File: src/rtl/mem_port_arbiter_pkg.sv
// Shared encodings for the IF/EX memory-port arbiter: FSM states, response owner
// and access sizes.
package mem_port_arbiter_pkg;

    typedef enum logic [1:0] {
        ARB_IDLE = 2'd0,
        ARB_REQ  = 2'd1,
        ARB_WAIT = 2'd2
    } arb_state_t;

    typedef enum logic {
        OWN_INST = 1'b0,
        OWN_DATA = 1'b1
    } owner_t;

    localparam logic [1:0] SIZE_BYTE = 2'd0;
    localparam logic [1:0] SIZE_HALF = 2'd1;
    localparam logic [1:0] SIZE_WORD = 2'd2;

    // Wide enough for the largest supported starvation limit (15).
    localparam int CNT_W = 4;

endpackage

File: src/rtl/mem_port_arbiter_prio_sel.sv
// Grant decision between instruction and data requesters: data wins by default,
// instruction wins once it has been passed over STARVE_LIMIT times in a row.
module mem_port_arbiter_prio_sel
    import mem_port_arbiter_pkg::*;
#(
    parameter int STARVE_LIMIT = 4
) (
    input  logic clk,
    input  logic resetn,
    input  logic inst_req,
    input  logic data_req,
    input  logic grant,
    output logic grant_inst,
    output logic grant_data
);

    localparam logic [CNT_W-1:0] LIMIT = CNT_W'(STARVE_LIMIT);

    logic [CNT_W-1:0] r_starve_cnt;
    logic             w_limit_hit;

    assign w_limit_hit = (r_starve_cnt == LIMIT);
    assign grant_inst  = grant & inst_req & (~data_req | w_limit_hit);
    assign grant_data  = grant & data_req & ~grant_inst;

    // Only data grants that leave an instruction request waiting count as starvation.
    always_ff @(posedge clk or negedge resetn) begin
        if (!resetn) begin
            r_starve_cnt <= '0;
        end else if (grant_inst) begin
            r_starve_cnt <= '0;
        end else if (grant_data) begin
            if (!inst_req)
                r_starve_cnt <= '0;
            else if (!w_limit_hit)
                r_starve_cnt <= r_starve_cnt + 1'b1;
        end
    end

endmodule

File: src/rtl/mem_port_arbiter.sv
// Shares one SRAM-like memory port between the IF instruction requester and the
// EX/ME data requester; one transaction in flight, responses steered to the owner.
module mem_port_arbiter
    import mem_port_arbiter_pkg::*;
#(
    parameter int ADDR_W       = 32,
    parameter int DATA_W       = 32,
    parameter int STARVE_LIMIT = 4
) (
    input  logic              clk,
    input  logic              resetn,
    input  logic              inst_req,
    input  logic              inst_wr,
    input  logic [1:0]        inst_size,
    input  logic [3:0]        inst_wstrb,
    input  logic [ADDR_W-1:0] inst_addr,
    input  logic [DATA_W-1:0] inst_wdata,
    output logic              inst_addr_ok,
    output logic              inst_data_ok,
    output logic [DATA_W-1:0] inst_rdata,
    input  logic              data_req,
    input  logic              data_wr,
    input  logic [1:0]        data_size,
    input  logic [3:0]        data_wstrb,
    input  logic [ADDR_W-1:0] data_addr,
    input  logic [DATA_W-1:0] data_wdata,
    output logic              data_addr_ok,
    output logic              data_data_ok,
    output logic [DATA_W-1:0] data_rdata,
    output logic              mem_req,
    output logic              mem_wr,
    output logic [1:0]        mem_size,
    output logic [3:0]        mem_wstrb,
    output logic [ADDR_W-1:0] mem_addr,
    output logic [DATA_W-1:0] mem_wdata,
    input  logic              mem_addr_ok,
    input  logic              mem_data_ok,
    input  logic [DATA_W-1:0] mem_rdata
);

    arb_state_t        r_state;
    arb_state_t        w_state_next;
    owner_t            r_owner;
    logic              r_wr;
    logic [1:0]        r_size;
    logic [3:0]        r_wstrb;
    logic [ADDR_W-1:0] r_addr;
    logic [DATA_W-1:0] r_wdata;

    logic w_arb_en;
    logic w_grant_inst;
    logic w_grant_data;
    logic w_resp;

    // Gating with resetn keeps the combinational addr_ok outputs low during reset.
    assign w_arb_en = (r_state == ARB_IDLE) & resetn;
    assign w_resp   = (r_state == ARB_WAIT) & mem_data_ok;

    mem_port_arbiter_prio_sel #(
        .STARVE_LIMIT(STARVE_LIMIT)
    ) u_prio_sel (
        .clk       (clk),
        .resetn    (resetn),
        .inst_req  (inst_req),
        .data_req  (data_req),
        .grant     (w_arb_en),
        .grant_inst(w_grant_inst),
        .grant_data(w_grant_data)
    );

    always_ff @(posedge clk or negedge resetn) begin
        if (!resetn)
            r_state <= ARB_IDLE;
        else
            r_state <= w_state_next;
    end

    always_comb begin
        w_state_next = r_state;
        case (r_state)
            ARB_IDLE: if (w_grant_inst | w_grant_data) w_state_next = ARB_REQ;
            ARB_REQ:  if (mem_addr_ok)                 w_state_next = ARB_WAIT;
            ARB_WAIT: if (mem_data_ok)                 w_state_next = ARB_IDLE;
            default:                                   w_state_next = ARB_IDLE;
        endcase
    end

    always_ff @(posedge clk or negedge resetn) begin
        if (!resetn) begin
            r_owner <= OWN_DATA;
            r_wr    <= 1'b0;
            r_size  <= '0;
            r_wstrb <= '0;
            r_addr  <= '0;
            r_wdata <= '0;
        end else if (w_grant_inst) begin
            r_owner <= OWN_INST;
            r_wr    <= inst_wr;
            r_size  <= inst_size;
            r_wstrb <= inst_wstrb;
            r_addr  <= inst_addr;
            r_wdata <= inst_wdata;
        end else if (w_grant_data) begin
            r_owner <= OWN_DATA;
            r_wr    <= data_wr;
            r_size  <= data_size;
            r_wstrb <= data_wstrb;
            r_addr  <= data_addr;
            r_wdata <= data_wdata;
        end
    end

    always_comb begin
        mem_req      = (r_state == ARB_REQ);
        inst_addr_ok = w_grant_inst;
        data_addr_ok = w_grant_data;
        inst_data_ok = 1'b0;
        data_data_ok = 1'b0;
        inst_rdata   = '0;
        data_rdata   = '0;
        if (w_resp) begin
            if (r_owner == OWN_INST) begin
                inst_data_ok = 1'b1;
                inst_rdata   = mem_rdata;
            end else begin
                data_data_ok = 1'b1;
                data_rdata   = mem_rdata;
            end
        end
    end

    assign mem_wr    = r_wr;
    assign mem_size  = r_size;
    assign mem_wstrb = r_wstrb;
    assign mem_addr  = r_addr;
    assign mem_wdata = r_wdata;

endmodule

File: config.mk
export PLATFORM = sky130hd
export DESIGN_NAME = mem_port_arbiter
export DESIGN_NICKNAME = d
export VERILOG_FILES = /design/src/rtl/mem_port_arbiter_pkg.sv /design/src/rtl/mem_port_arbiter_prio_sel.sv /design/src/rtl/mem_port_arbiter.sv
export SDC_FILE = /design/constraint.sdc
export NUM_CORES = 1
export LEC_CHECK = 0
export CAP_MARGIN = 20
export CORE_AREA = 2 2 124 126
export DETAILED_ROUTE_END_ITERATION = 16
export DIE_AREA = 0 0 126 128
export HOLD_SLACK_MARGIN = 0.03
export PLACE_DENSITY = 0.7
export SLEW_MARGIN = 0
export SYNTH_ARGS = -nofsm -noshare
export SYNTH_HDL_FRONTEND = slang
export SYNTH_HIERARCHICAL = 1
export SYNTH_SLANG_ARGS = --single-unit
File: constraint.sdc
create_clock -name clk -period 2.5 [get_ports clk]
set_clock_uncertainty 0.2 [all_clocks]
set_input_delay 0.25 -clock clk [delete_from_list [all_inputs] [get_ports clk]]
set_output_delay 0.25 -clock clk [all_outputs]
set_load 0.005 [all_outputs]
==> run summary <==
Clock transition at path regs: 0.06 ns
Setup ws final: 0.03833 ns
CTS tree: built
R2r setup slk: 0.29 ns
Most numerous cell in the Yosys netlist: dfrtp_1
Area of the multi-input gates: 1973 um2
CP max-delay cell: clkdlybuf4s50_1
Detailed placement HPWL: 11,550 um
Design area: 8016 um2
Die H: 128 um
Layout cell share with drive strength beyond 1: 5.638%
Final setup viols: 0
Overflow after GRT: 0
Switching power: 2.006 mW
Crit path depth: 5
Initial DRC Count: 109
RSZ-0062 raised after global routing: yes
Routed Antenna Nets: 0
Routed WL per cell: 16.08 um
Share of Yosys cell area claimed by the top area cell type: 46.23%
Setup tns final: 0 ns
Fin crit period: 2.462 ns
Horiz. Die Dim: 126 um
Internal Power: 4.599 mW
Max incr delay on CP: 0.51 ns
Initial antenna violation count: 1
Row count: 45
CTS Root Buffer Type: clkbuf_16
Leak pwr: 4.104 nW
Non-Filler Instances: 934
Crit path cell chain: buf_4 -> and4bb_4 -> buf_12 -> and2_1 -> clkdlybuf4s50_1
Area contributors post-synth: dfrtp_1 46%, mux2i_1 17%, and2_1 9.3%, o21ai_0 8.5%, nand2_1 6.8%
Worst Path Buf+Inv: 3
I/O pin total: 320
Setup Slack @ Placement: 0.1909 ns
CP required: 2.05 ns
Comb pwr share: 46.3%
H-Tree Depth: 3
Syn Std Cell Area: 4168 um2
Initial Utilization: 28.04%
Hold WS: 0.2705 ns
Vias: 4,234
Area after DPL: 7493 um2
Main synth FF type: dfrtp_1
Remaining DRCs: 0
Fmax: 406.2 MHz
Overall Global Routing Usage: 17.50%
Area growth syn-to-layout: 92.34%
Number of flops mapped to enable cells by yosys: 0
Dpl cells: 910
First-pass GRT wire length: 22,030 um
Clock share of power: 19.6%
Cell count after synthesis: 420
RD Place Congestion: 0.9233
Peak supply drop: 443.2 uV
Max cap viols: 0
Filler instances: 1,302
YS warnings: 6
Worst hold-check path type: primary input to flop
R2R Path End: mem_addr[22]
Number of CTS-inserted buffers: 9
Synth cell count leaders: 77 x dfrtp_1, 76 x nand2_1, 71 x mux2i_1, 71 x o21ai_0, 62 x and2_1
WP data arrival: 2.01 ns
CP Max Fanout: 30
Kind of critical path: flop to primary output
Flop pwr share: 34.1%
Largest net degree at the start of global routing: 93
Worst Reg-to-Reg Cells: 8
Fin. Hold Viols: 0
Core area: 14,860 um2
Worst setup startpoint: r_state[0]
Seq/Total Area, Yosys: 46.86%
Critical path endpoint category: primary output
Delay-heaviest family, CP: buffers and inverters
DR pass1 iterations: 4
Sw Ratio: 30.37%
Crit path launch type: flop
Asr flop ratio synth: 100.0%
Die area: 16,130 um2
Number of global-route vias before repair: 4,236
# nets final: 923
Worst-skew pair later-pin latency: 0.34 ns
Netlist cell types: 30
Max Transition Viols Final: 0
Slew margin rel.: 64.63%
Status: finished, final reports clean
Reg area: 1953 um2
Reg2reg start: u_prio_sel/r_starve_cnt[1]
WL final: 15,020 um
Leading area contributor after synthesis: dfrtp_1
Critical Path Sink: inst_rdata[26]
Average size of a mapped cell: 9.923 um2
PortBufs: 319
Worst slew pin tran: 0.5305 ns
Tcrit/Tclk final: 98.47%
Pwr/cell area: 824.0 nW/um2
Mapped Nets: 602
Worst-case clock buffer depth: 2
Flops & latches, synth: 78
CTS Sinks: 78
Drt via density: 4.533
-- power by group through the flow --
stage / registers [mW] / clock network (mW) / logic (mW)
finish: 2.25 / 1.29 / 3.06
global route: 2.32 / 1.40 / 3.34
CTS: 2.26 / 1.34 / 3.06
detailed placement: 2.26 / 0 / 3.05
global placement: 2.24 / 0 / 2.98
floorplan: 2.28 / 0 / 1.09
-- routing by layer --
metal / up-vias / part of all wire [%] / track usage [%]
li1: 2057 / - / -
met3: 15 / 9.1 / 6.886
met2: 201 / 51 / 30.65
met4: 0 / 1.7 / 6.141
met5: - / 0 / 0
met1: 1961 / 38 / 19.35
-- logic make-up after synthesis --
kind of cell / after synthesis / share of synthesized area, %
AO/OA/AOI/OAI: 79 / 9.907
flip-flops: 78 / 46.86
XOR/XNOR: 1 / 0.2102
multiplexers: 71 / 17.05
adder cells (fa/ha/maj): 2 / 0.6003
buffers and inverters: 33 / 6.275
AND/OR/NAND/NOR: 156 / 19.09
-- registers in the layout, indices dropped and copies added (netlist names) --
register and count:
mem_addr 32, mem_wdata 32, mem_wstrb 4, u_prio_sel/r_starve_cnt 4
mem_size 2, r_state 2, mem_wr 1, r_owner 1
-- what timing repair did --
action	4_1_cts	5_1_grt
setup buffers	0	6
hold buffers	1	0
hold endpoints to repair	39	0
gates resized for setup	1	58
cloned	0	1
pin swaps	1	1
setup endpoints to repair	2	61
-- final cells by class --
class	instances	share of cell area [%]
inverters	3	0.1405
repair buffers	340	44.30
multi-input cells	309	24.61
flip-flops and latches	78	24.36
clock inverters	4	0.5931
diodes	1	0.03122
well taps	188	2.934
clock buffers	11	3.028
-- worst reg2reg max path: cells and delay by family (launching register included) --
| family | cells | cell delay [ns] |
|---|---|---|
| simple gates | 2 | 0.30 |
| flops | 1 | 0.40 |
| fa+ha+maj | 1 | 0.19 |
| mux | 1 | 0.30 |
| compound gates | 2 | 0.20 |
| buf+inv | 2 | 0.47 |
-- placed cells by master, fill, tap and decap left out, types with 2 or more instances in the layout --
master,count
nand4b_1,2
clkinv_2,2
o21ai_0,71
clkbuf_16,10
dfrtp_1,77
dlymetal6s2s_1,58
mux2i_1,71
inv_1,3
nand2_1,76
and2_1,62
nand3b_1,2
buf_12,3
nor2_1,5
o21ai_1,2
clkdlybuf4s50_1,260
buf_4,17
ha_1,2
-- stage by stage --
stage	total power [mW]	utilization (%)
global placement	5.224	50.41
detailed placement	5.308	50.41
global route	7.059	53.93
finish	6.605	53.93
floorplan	3.366	-
CTS	6.657	52.47
-- worst min-delay path by stage --
stage,startpoint,to,cells past startpoint
global placement,resetn,mem_addr[14],2
detailed placement,resetn,mem_wdata[11],2
floorplan,resetn,mem_addr[0],0
finish,inst_addr[14],mem_addr[14],3
CTS,inst_wdata[10],mem_wdata[10],3
global route,inst_wstrb[3],mem_wstrb[3],3
Power figures use the tool's default switching activity.
